$ cat src/rtl/onewire_rom_responder_if.sv
// Byte-layer link between a 1-Wire bit/byte engine and the command-layer
// responder.
//   rx_byte    byte received from the bus master (valid with byte_done, direction=0)
//   byte_done  one-cycle pulse: receive or transmit byte completed
//   bus_reset  one-cycle pulse: master reset pulse detected
//   direction  0 = receive from master, 1 = transmit to master
//   tx_byte    byte to transmit (valid with tx_strobe)
//   tx_strobe  one-cycle pulse: byte layer loads tx_byte and starts sending
// modport master: byte-layer side; modport slave: command-layer side.
interface onewire_rom_responder_if;
  logic [7:0] rx_byte;
  logic       byte_done;
  logic       bus_reset;
  logic       direction;
  logic [7:0] tx_byte;
  logic       tx_strobe;

  modport master (
    output rx_byte, byte_done, bus_reset,
    input  direction, tx_byte, tx_strobe
  );

  modport slave (
    input  rx_byte, byte_done, bus_reset,
    output direction, tx_byte, tx_strobe
  );
endinterface

$ cat src/rtl/onewire_rom_responder.sv
// 1-Wire slave command layer: Read ROM (0x33), Match ROM (0x55) and Skip ROM
// (0xCC) against ROM_ID, then function command Read Data (0xBE) returning a
// snapshot of data_in followed by its Dallas CRC8.
//   clk        system clock, rising edge
//   reset      asynchronous, active-low
//   bus        byte-layer link (slave modport)
//   data_in    payload, byte j = data_in[8j+7:8j]
//   selected   device addressed since the last bus_reset
//   cmd_error  one-cycle pulse on an unknown ROM or function command
module onewire_rom_responder #(
  parameter logic [63:0] ROM_ID     = 64'hF1DEBC9A78563412,
  parameter int unsigned DATA_BYTES = 8
) (
  input  logic                    clk,
  input  logic                    reset,
  onewire_rom_responder_if.slave  bus,
  input  logic [8*DATA_BYTES-1:0] data_in,
  output logic                    selected,
  output logic                    cmd_error
);

  localparam int unsigned IW = $clog2((DATA_BYTES + 1 > 8) ? DATA_BYTES + 1 : 8);
  localparam logic [IW-1:0] LAST_ROM = IW'(7);
  localparam logic [IW-1:0] LAST_PAY = IW'(DATA_BYTES - 1);
  localparam logic [IW-1:0] CRC_IDX  = IW'(DATA_BYTES);

  typedef enum logic [2:0] {
    WAIT_RESET,
    ROM_CMD,
    READ_ROM,
    MATCH_ROM,
    FUNC_CMD,
    READ_DATA
  } state_t;

  state_t                  state_q, state_d;
  logic                    direction_q, direction_d;
  logic [7:0]              tx_byte_q, tx_byte_d;
  logic                    tx_strobe_q, tx_strobe_d;
  logic                    selected_q, selected_d;
  logic                    cmd_error_q, cmd_error_d;
  logic [IW-1:0]           index_q, index_d;
  logic [7:0]              crc_q, crc_d;
  logic [8*DATA_BYTES-1:0] buffer_q, buffer_d;
  logic [IW-1:0]           index_inc;
  logic [7:0]              next_payload;
  logic                    rom_match;

  function automatic logic [7:0] rom_byte(input logic [IW-1:0] i);
    return ROM_ID[{i[2:0], 3'b000} +: 8];
  endfunction

  // Dallas CRC8, reflected polynomial 0x8C, LSB first.
  function automatic logic [7:0] crc8(input logic [7:0] crc, input logic [7:0] b);
    logic [7:0] c;
    logic       fb;
    c = crc;
    for (int unsigned i = 0; i < 8; i++) begin
      fb = c[0] ^ b[i];
      c  = c >> 1;
      if (fb) c = c ^ 8'h8C;
    end
    return c;
  endfunction

  assign index_inc    = index_q + 1'b1;
  assign next_payload = buffer_q[8*int'(index_inc) +: 8];
  assign rom_match    = (bus.rx_byte == rom_byte(index_q));

  always_ff @(posedge clk or negedge reset) begin
    if (!reset) begin
      state_q     <= WAIT_RESET;
      direction_q <= 1'b0;
      tx_byte_q   <= '0;
      tx_strobe_q <= 1'b0;
      selected_q  <= 1'b0;
      cmd_error_q <= 1'b0;
      index_q     <= '0;
      crc_q       <= '0;
      buffer_q    <= '0;
    end else begin
      state_q     <= state_d;
      direction_q <= direction_d;
      tx_byte_q   <= tx_byte_d;
      tx_strobe_q <= tx_strobe_d;
      selected_q  <= selected_d;
      cmd_error_q <= cmd_error_d;
      index_q     <= index_d;
      crc_q       <= crc_d;
      buffer_q    <= buffer_d;
    end
  end

  always_comb begin
    state_d = state_q;
    if (bus.bus_reset) begin
      state_d = ROM_CMD;
    end else if (bus.byte_done) begin
      unique case (state_q)
        WAIT_RESET: state_d = WAIT_RESET;
        ROM_CMD: begin
          unique case (bus.rx_byte)
            8'h33:   state_d = READ_ROM;
            8'h55:   state_d = MATCH_ROM;
            8'hCC:   state_d = FUNC_CMD;
            default: state_d = WAIT_RESET;
          endcase
        end
        READ_ROM:  if (index_q == LAST_ROM) state_d = FUNC_CMD;
        MATCH_ROM: begin
          if (!rom_match)                  state_d = WAIT_RESET;
          else if (index_q == LAST_ROM)    state_d = FUNC_CMD;
        end
        FUNC_CMD:  state_d = (bus.rx_byte == 8'hBE) ? READ_DATA : WAIT_RESET;
        READ_DATA: if (index_q == CRC_IDX) state_d = WAIT_RESET;
        default:   state_d = WAIT_RESET;
      endcase
    end
  end

  // The CRC is folded in as each payload byte is issued, so it is complete
  // by the time the last payload byte's byte_done asks for the CRC byte,
  // even with byte_done pulses on consecutive cycles.
  always_comb begin
    direction_d = direction_q;
    tx_byte_d   = tx_byte_q;
    tx_strobe_d = 1'b0;
    selected_d  = selected_q;
    cmd_error_d = 1'b0;
    index_d     = index_q;
    crc_d       = crc_q;
    buffer_d    = buffer_q;
    if (bus.bus_reset) begin
      direction_d = 1'b0;
      selected_d  = 1'b0;
      index_d     = '0;
    end else if (bus.byte_done) begin
      unique case (state_q)
        WAIT_RESET: ;
        ROM_CMD: begin
          unique case (bus.rx_byte)
            8'h33: begin
              direction_d = 1'b1;
              tx_byte_d   = rom_byte('0);
              tx_strobe_d = 1'b1;
              index_d     = '0;
            end
            8'h55:   index_d     = '0;
            8'hCC:   selected_d  = 1'b1;
            default: cmd_error_d = 1'b1;
          endcase
        end
        READ_ROM: begin
          if (index_q == LAST_ROM) begin
            direction_d = 1'b0;
            selected_d  = 1'b1;
          end else begin
            index_d     = index_inc;
            tx_byte_d   = rom_byte(index_inc);
            tx_strobe_d = 1'b1;
          end
        end
        MATCH_ROM: begin
          if (rom_match) begin
            if (index_q == LAST_ROM) selected_d = 1'b1;
            else                     index_d    = index_inc;
          end
        end
        FUNC_CMD: begin
          if (bus.rx_byte == 8'hBE) begin
            buffer_d    = data_in;
            index_d     = '0;
            direction_d = 1'b1;
            tx_byte_d   = data_in[7:0];
            tx_strobe_d = 1'b1;
            crc_d       = crc8(8'h00, data_in[7:0]);
          end else begin
            cmd_error_d = 1'b1;
          end
        end
        READ_DATA: begin
          if (index_q == CRC_IDX) begin
            direction_d = 1'b0;
          end else if (index_q == LAST_PAY) begin
            index_d     = index_inc;
            tx_byte_d   = crc_q;
            tx_strobe_d = 1'b1;
          end else begin
            index_d     = index_inc;
            tx_byte_d   = next_payload;
            tx_strobe_d = 1'b1;
            crc_d       = crc8(crc_q, next_payload);
          end
        end
        default: ;
      endcase
    end
  end

  assign bus.direction = direction_q;
  assign bus.tx_byte   = tx_byte_q;
  assign bus.tx_strobe = tx_strobe_q;
  assign selected      = selected_q;
  assign cmd_error     = cmd_error_q;

endmodule

$ cat src/flat_wrapper.sv
// flat-port wrapper written by rule: the top's interface ports become plain ports
module onewire_rom_responder_flat 
#(
  parameter logic [63:0] ROM_ID     = 64'hF1DEBC9A78563412,
  parameter int unsigned DATA_BYTES = 8
)
  (clk, reset, data_in, selected, cmd_error, bus_rx_byte, bus_byte_done, bus_bus_reset, bus_direction, bus_tx_byte, bus_tx_strobe);
  onewire_rom_responder_if bus_i ();
  input  logic clk;
  input  logic reset;
  input  logic [8*DATA_BYTES-1:0] data_in;
  output logic selected;
  output logic cmd_error;
  input wire logic [$bits(bus_i.rx_byte)-1:0] bus_rx_byte;
  input wire logic [$bits(bus_i.byte_done)-1:0] bus_byte_done;
  input wire logic [$bits(bus_i.bus_reset)-1:0] bus_bus_reset;
  output wire logic [$bits(bus_i.direction)-1:0] bus_direction;
  output wire logic [$bits(bus_i.tx_byte)-1:0] bus_tx_byte;
  output wire logic [$bits(bus_i.tx_strobe)-1:0] bus_tx_strobe;
  assign bus_i.rx_byte = bus_rx_byte;
  assign bus_i.byte_done = bus_byte_done;
  assign bus_i.bus_reset = bus_bus_reset;
  assign bus_direction = bus_i.direction;
  assign bus_tx_byte = bus_i.tx_byte;
  assign bus_tx_strobe = bus_i.tx_strobe;
  onewire_rom_responder #(.ROM_ID(ROM_ID), .DATA_BYTES(DATA_BYTES)) u_core (.clk(clk), .reset(reset), .bus(bus_i), .data_in(data_in), .selected(selected), .cmd_error(cmd_error));
endmodule
$ cat config.mk
export PLATFORM = sky130hd
export DESIGN_NAME = onewire_rom_responder_flat
export DESIGN_NICKNAME = d
export VERILOG_FILES = /design/src/rtl/onewire_rom_responder_if.sv /design/src/rtl/onewire_rom_responder.sv /design/src/flat_wrapper.sv
export SDC_FILE = /design/constraint.sdc
export NUM_CORES = 1
export LEC_CHECK = 0
export ABC_CLOCK_PERIOD_IN_PS = 3200
export BUFFER_PORTS_ARGS = -buffer_cell sky130_fd_sc_hd__buf_2
export CELL_PAD_IN_SITES_DETAIL_PLACEMENT = 1
export CELL_PAD_IN_SITES_GLOBAL_PLACEMENT = 1
export CORE_UTILIZATION = 40
export CTS_BUF_LIST = sky130_fd_sc_hd__clkbuf_8
export CTS_CLUSTER_SIZE = 28
export DETAILED_ROUTE_END_ITERATION = 6
export PLACE_DENSITY = 0.75
export SLEW_MARGIN = 0
export SYNTH_ARGS = -nofsm -noshare
export SYNTH_HDL_FRONTEND = slang
export SYNTH_SLANG_ARGS = --single-unit
$ cat constraint.sdc
create_clock -name clk -period 3.2 [get_ports clk]
set_clock_uncertainty 0.15 [all_clocks]
set_input_delay 0.64 -clock clk [delete_from_list [all_inputs] [get_ports clk]]
set_output_delay 0.64 -clock clk [all_outputs]
set_load 0.01 [all_outputs]
# [Word-level counts from Yosys, hierarchy flattened]
# Index checks and enable logic that the tools add are counted.
[op_classes] add_sub_neg=1 n_eq_ne=25 n_shift=3 mux=130 n_bitwise=31 n_reduce_logical=15
[ops] operator="$mux 8" n=87
[ops] operator="$shiftx 64x7->8 const A" n=2
[ops] operator="$shiftx 64x8->8" n=1
[ops] operator="$not 2->3" n=15
[ops] operator="$pmux 8 s4" n=1
[ops] operator="$mux 4" n=7
[ops] operator="$mux 1" n=21
[ops] operator="$pmux 4 s5" n=1
[ops] operator="$mux 3" n=6
[ops] operator="$reduce_and 6->1" n=3
[ops] operator="$eq 8x8->1 const B" n=2
[ops] operator="$pmux 8 s2" n=1
[ops] operator="$ne 3x2->1 const B" n=5
[ops] operator="$pmux 3 s5" n=1
[ops] operator="$xor 1x1->1" n=15
[ops] operator="$ne 3x3->1 const B" n=3
[ops] operator="$pmux 3 s3" n=1
[ops] operator="$eq 8x6->1 const B" n=1
[ops] operator="$eq 8x7->1 const B" n=1
[ops] operator="$eq 8x8->1" n=1
[ops] operator="$pmux 1 s4" n=2
[ops] operator="$reduce_and 4->1" n=2
[ops] operator="$reduce_bool 4->1" n=2
[ops] operator="$reduce_and 7->1" n=1
[ops] operator="17 further kinds" n=23
[word_totals] register_bits=91 input_bits=76 out_inout_bits=12

# [Logic depth before layout (Yosys ltp)]
[depth] ltp_word=56 mapped_depth=14 mapped_depth_nobuf=9

# [Worst setup path before layout]
# OpenSTA, ideal clock, no wires.
[synth_path] path_type="register -> register" from="register u_core.index_q[0]" to="register u_core.crc_q[0]" arrival_ps=3209 required_ps=2918 slack_ps=-290 stages_incl_launch_ff=15 n_path_buf=5 period_less_slack_ps=3490 path_cell_list="dfrtp_1 > buf_6 > buf_12 > buf_4 > inv_1 > ha_1 > buf_2 > clkbuf_1 > mux4_2 > mux2i_1 > nor2_1 > xnor2_1 > xnor3_1 > o21ai_0 > o21ai_1"
[synth_via] elab_chain_cells=52 word_cells_on_any_way=62 cone_classes="add/sub: 1; eq/ne: 4; shift: 1; mux: 46; bitwise: 9; reduce/logical: 1"
[synth_lines] element="from (decl)" line="onewire_rom_responder.sv:42" source="logic [IW-1:0] index_q, index_d;"
[synth_lines] element="from (signal assigned)" line="onewire_rom_responder.sv:88" source="index_q <= index_d;"
[synth_lines] element="$add 4x1->4" line="onewire_rom_responder.sv:66" source="assign index_inc = index_q + 1'b1;"
[synth_lines] element="$shiftx 64x8->8" line="onewire_rom_responder.sv:67" source="assign next_payload = buffer_q[8*int'(index_inc) +: 8];"
[synth_lines] element="$xor 1x1->1" line="onewire_rom_responder.sv:59" source="fb = c[0] ^ b[i];"
[synth_lines] element="$mux 8" line="onewire_rom_responder.sv:61" source="if (fb) c = c ^ 8'h8C;"
[synth_lines] element="$mux 8" line="onewire_rom_responder.sv:184" source="end else if (index_q == LAST_PAY) begin"
[synth_lines] element="$mux 8" line="onewire_rom_responder.sv:182" source="if (index_q == CRC_IDX) begin"
[synth_lines] element="$mux 8" line="onewire_rom_responder.sv:138" source="unique case (state_q)"
[synth_lines] element="$mux 8" line="onewire_rom_responder.sv:137" source="end else if (bus.byte_done) begin"
[synth_lines] element="[36 not listed]"
[synth_lines] element="$mux 8" line="onewire_rom_responder.sv:182"
[synth_lines] element="$mux 8" line="onewire_rom_responder.sv:138"
[synth_lines] element="$mux 8" line="onewire_rom_responder.sv:137"
[synth_lines] element="$mux 8" line="onewire_rom_responder.sv:133" source="if (bus.bus_reset) begin"
[synth_lines] element="$mux 8" line="onewire_rom_responder.sv:61"
[synth_lines] element="$mux 8" line="onewire_rom_responder.sv:184"
[synth_lines] element="$mux 8" line="onewire_rom_responder.sv:182"
[synth_lines] element="$pmux 8 s2" line="onewire_rom_responder.sv:138"
[synth_lines] element="to (signal assigned)" line="onewire_rom_responder.sv:89" source="crc_q <= crc_d;"
[synth_lines] element="to (decl)" line="onewire_rom_responder.sv:43" source="logic [7:0] crc_q, crc_d;"
# Several ways; a longest one is shown, not always the timed one. The select of a mux whose other input is x is not followed.
# A chain may end at the register's enable or synchronous reset.

# [Worst setup path in the final report]
[layout_path] from="register u_core.index_q[0]" to="register u_core.crc_q[2]"
[layout_via] elab_chain_cells=52 word_cells_on_any_way=65 cone_classes="add/sub: 1; eq/ne: 4; shift: 1; mux: 46; bitwise: 12; reduce/logical: 1"
[layout_lines] element="$add 4x1->4" line="onewire_rom_responder.sv:66"
[layout_lines] element="$shiftx 64x8->8" line="onewire_rom_responder.sv:67"
[layout_lines] element="$xor 1x1->1" line="onewire_rom_responder.sv:59"
[layout_lines] element="$mux 8" line="onewire_rom_responder.sv:61"
[layout_lines] element="$mux 8" line="onewire_rom_responder.sv:184"
[layout_lines] element="$mux 8" line="onewire_rom_responder.sv:182"
[layout_lines] element="$mux 8" line="onewire_rom_responder.sv:138"
[layout_lines] element="$mux 8" line="onewire_rom_responder.sv:137"
[layout_lines] element="[36 not listed]"
[layout_lines] element="$mux 8" line="onewire_rom_responder.sv:138"
[layout_lines] element="$mux 8" line="onewire_rom_responder.sv:137"
[layout_lines] element="$mux 8" line="onewire_rom_responder.sv:133"
[layout_lines] element="$not 2->3 (no source line) / $xor 1x1->1 (equally long branches)"
[layout_lines] element="$mux 8" line="onewire_rom_responder.sv:61"
[layout_lines] element="$mux 8" line="onewire_rom_responder.sv:184"
[layout_lines] element="$mux 8" line="onewire_rom_responder.sv:182"
[layout_lines] element="$pmux 8 s2" line="onewire_rom_responder.sv:138"
# Several ways; a longest one is shown, not always the timed one. The select of a mux whose other input is x is not followed.

==> flow_summary.yaml <==
outcome:
  run_status: "complete, no violations"
critical_path:
  timing_worst_setup_path_type: "reg2reg"
  critical_path.endpoint_type: "flop"
  crit_path_start: "u_core.index_q[0]$_DFFE_PN0P_"
  regToRegStartpoint: "u_core.index_q[0]$_DFFE_PN0P_"
  worstReg2RegEnd: "u_core.crc_q[2]$_DFFE_PN0P_"
  reg2reg_setup_slack_ns: 0.14
  arrival_worst_endpoint_ns: 3.21
  worstRegToRegCells: 9
  startpoint_type: "flop"
  critPathRequiredTime_ns: 3.35
  maximum_net_fanout_on_the_critical_path: 11
cts:
  cts-buffers-inserted: 9
  cts_hold_buffers: 0
  number_of_clock_sinks: 91
  clock_latency_on_the_worst_skew_pair_ns: 0.38
  cts_htree_levels: 3
  cts_tree: "done"
  ctsRootBufferMaster: "clkbuf_8"
  clk_transition_reported_paths_ns: 0.10
  cts_buffer_depth: 2
detailed_routing:
  drtPass1Iterations: 5
  post_drt_wl_per_cell_microns: 19.1
  drcViolationCount: 0
  top_signal_layer_used: "met4"
  routed_wirelength_microns: 13900
  drt-initial-drc-count: 216
  route.layer.met1.wl_microns: 6320
  antenna_left: 0
  via_count: 3958
  vias_per_cell: 5.44
  wl_met3_microns: 605
  met2_length_microns: 6770
timing:
  final-hold-violation-count: 0
  final-max-slew-violation-count: 0
  setup_ws_ns: 0.140
  layout_worst_path_cycle_share_pct: 95.6
  layout_min_cycle_time_ns: 3.06
  setup_viol_count_final: 0
  worst_slew_pin_tran_ns: 0.810
  timing_limited_maximum_frequency_mhz: 327
  totalNegativeSetupSlack_ns: 0
  max-slew-margin-rel_pct: 45.6
  setup_repair_after_global_routing_missed_its_margin: "false"
placement:
  post-dp-hpwl_microns: 10800
  place_congestion: 0.897
  detailed_place.area_sq_um: 5850
  place_worst_setup_slack_ns: 0.160
  numPortBuffers: 87
die:
  floorplan.die.height_microns: 116
  io-pin-count: 88
  dieArea_sq_um: 13400
  floorplan.core_area_sq_um: 12600
  die_w_microns: 116
  initial_core_util_pct: 40.9
  placement_rows: 41
flow_run:
  maxCapViolCount: 0
power:
  power.internal_mw: 1.56
  switching_share_pct: 27.7
  register_share_of_total_power_pct: 54.3
  power.leakage_nw: 2.89
  total_switching_power_uw: 598
  share_comb_of_total_power_pct: 11.9
  pwr_density_cell_nw_per_um2: 358
  power_frac_clock_pct: 33.9
  power.total_mw: 2.16
  ir_worst_vdd_mv: 0.226
synth:
  synth_enable_flop_cells: 0
  syn_area_sq_um: 5170
  asyncSetResetFlopFracSynth_pct: 100
  gate_count_post_synth: 458
  synthesis.yosys.warnings: 0
  ys_seq_elements: 91
  postSynthAreaPerCell_sq_um: 11.3
  yosys-top-cells-area: "dfrtp_1 44%, mux2_2 16%, mux4_2 3.9%"
  synth_top_flop_cell: "dfrtp_1"
  synth.lib_cells_used.distinct: 57
  post_synthesis_sequential_area_ratio_pct: 44.1
  yosysTopAreaCell: "dfrtp_1"
  yosysTopAreaCellShare_pct: 44.1
  syn_nets: 540
global_route:
  global_route.usage.total_pct: 23.2
  number_of_global_route_vias_before_repair: 4266
  grt.overflow.total: 0
  grt_pass1_wl_microns: 23200
  grt_max_degree: 65
  antenna_violations_before_repair: 0
cells_and_area:
  final_cell_area_sq_um: 6040
  num-nets-final: 632
  n_antenna_cell: 0
  syn2layout_area_growth_pct: 16.9
  final_layout_size_suffix_gt1_share_pct: 38.7
worst_hold_path:
  path_category_of_the_worst_min_delay_check: "in2async"
[registers in the layout (all words and copies together), names as in the netlist]
| name | flops |
|---|---|
| u_core.state_q | 3 |
| u_core.bus.direction | 1 |
| u_core.crc_q | 8 |
| u_core.bus.tx_byte | 8 |
| u_core.buffer_q | 64 |
| u_core.index_q | 4 |
| u_core.selected | 1 |
| u_core.bus.tx_strobe | 1 |
| u_core.cmd_error | 1 |
[worst max-delay path by stage]
stage                                             end
final                     u_core.crc_q[2]$_DFFE_PN0P_
after global routing      u_core.crc_q[2]$_DFFE_PN0P_
after CTS                 u_core.crc_q[2]$_DFFE_PN0P_
after detailed placement  u_core.crc_q[2]$_DFFE_PN0P_
after global placement    u_core.crc_q[3]$_DFFE_PN0P_
after floorplan           u_core.crc_q[2]$_DFFE_PN0P_
[per-stage QoR]
| step | std cells | util [%] | hold WS (ns) |
|---|---|---|---|
| 3_3_place_gp | 710 | 46.3 | 0.305 |
| 6_report | 727 | 47.9 | 0.0886 |
| 2_1_floorplan | 458 | - | 0.194 |
| 5_1_grt | 727 | 47.9 | 0.118 |
| 4_1_cts | 726 | 47.7 | 0.0973 |
| 3_5_place_dp | 710 | 46.3 | 0.319 |
[cell usage after synthesis (9+ instances only)]
cell       n
buf_2      9
nor2_1    28
mux2i_1   13
xor2_1    10
xnor2_1   16
a21oi_1   13
clkbuf_1  12
mux4_2     9
dfrtp_1   91
mux2_2    73
o21ai_0   25
nand2_1   42
nor3_1     9
[layer usage]
layer / vias to the layer above / global-route usage, %
li1: 1846 / -
met1: 1991 / 30.5
met2: 108 / 38.7
met3: 13 / 3.97
met4: 0 / 8.46
met5: - / 0
[critical path, cell delays in order, from the launching register on]
cell and delay [ns]:
dfrtp_2 0.44, inv_1 0.10, ha_1 0.32, buf_4 0.20
mux4_2 0.56, o21a_1 0.23, o211a_1 0.27, or2_1 0.24
xnor3_1 0.34, o21ai_1 0.13
[power by group through the flow]
stage                     Combinational (mW)  Sequential, mW  Clock (mW)
final                                  0.257            1.17       0.732
after global placement                 0.248            1.19           0
after global routing                   0.286            1.17       0.801
after floorplan                        0.135            1.19           0
after detailed placement               0.255            1.19           0
after CTS                              0.257            1.17       0.750
[what timing repair did]
action                                  4_1_cts  5_1_grt
endpoints found under the setup margin        0        4
setup buffers                                 0        1
resized for setup                             0        5
[cells by family after synthesis]
family                     share of synthesized area, %
AOI/OAI and AO/OA                                  11.2
xor gates and xnor gates                           7.02
adders and majority gates                          1.45
buffers and inverters                              2.93
DFF                                                44.1
muxes                                              22.9
and+or+nand+nor                                    10.4
[cell type report]
| type | count | area [sq um] |
|---|---|---|
| Inverter | 6 | 22.5 |
| Clock buffer | 9 | 124 |
| Timing Repair Buffer | 105 | 589 |
| Multi-Input combinational cell | 337 | 2760 |
| Clock inverter | 7 | 50.0 |
| Fill cell | 1426 | 6580 |
| Tap cell | 172 | 215 |
| Sequential cell | 91 | 2280 |
[placed cells by master (no fill, tap or decap), types with 13 or more instances in the layout]
master	count
nor2_1	27
dfrtp_1	89
buf_2	86
buf_4	17
xnor2_1	15
mux2i_1	13
a21oi_1	13
mux2_2	73
o21ai_0	25
nand2_1	42
Power figures use the tool's default switching activity.
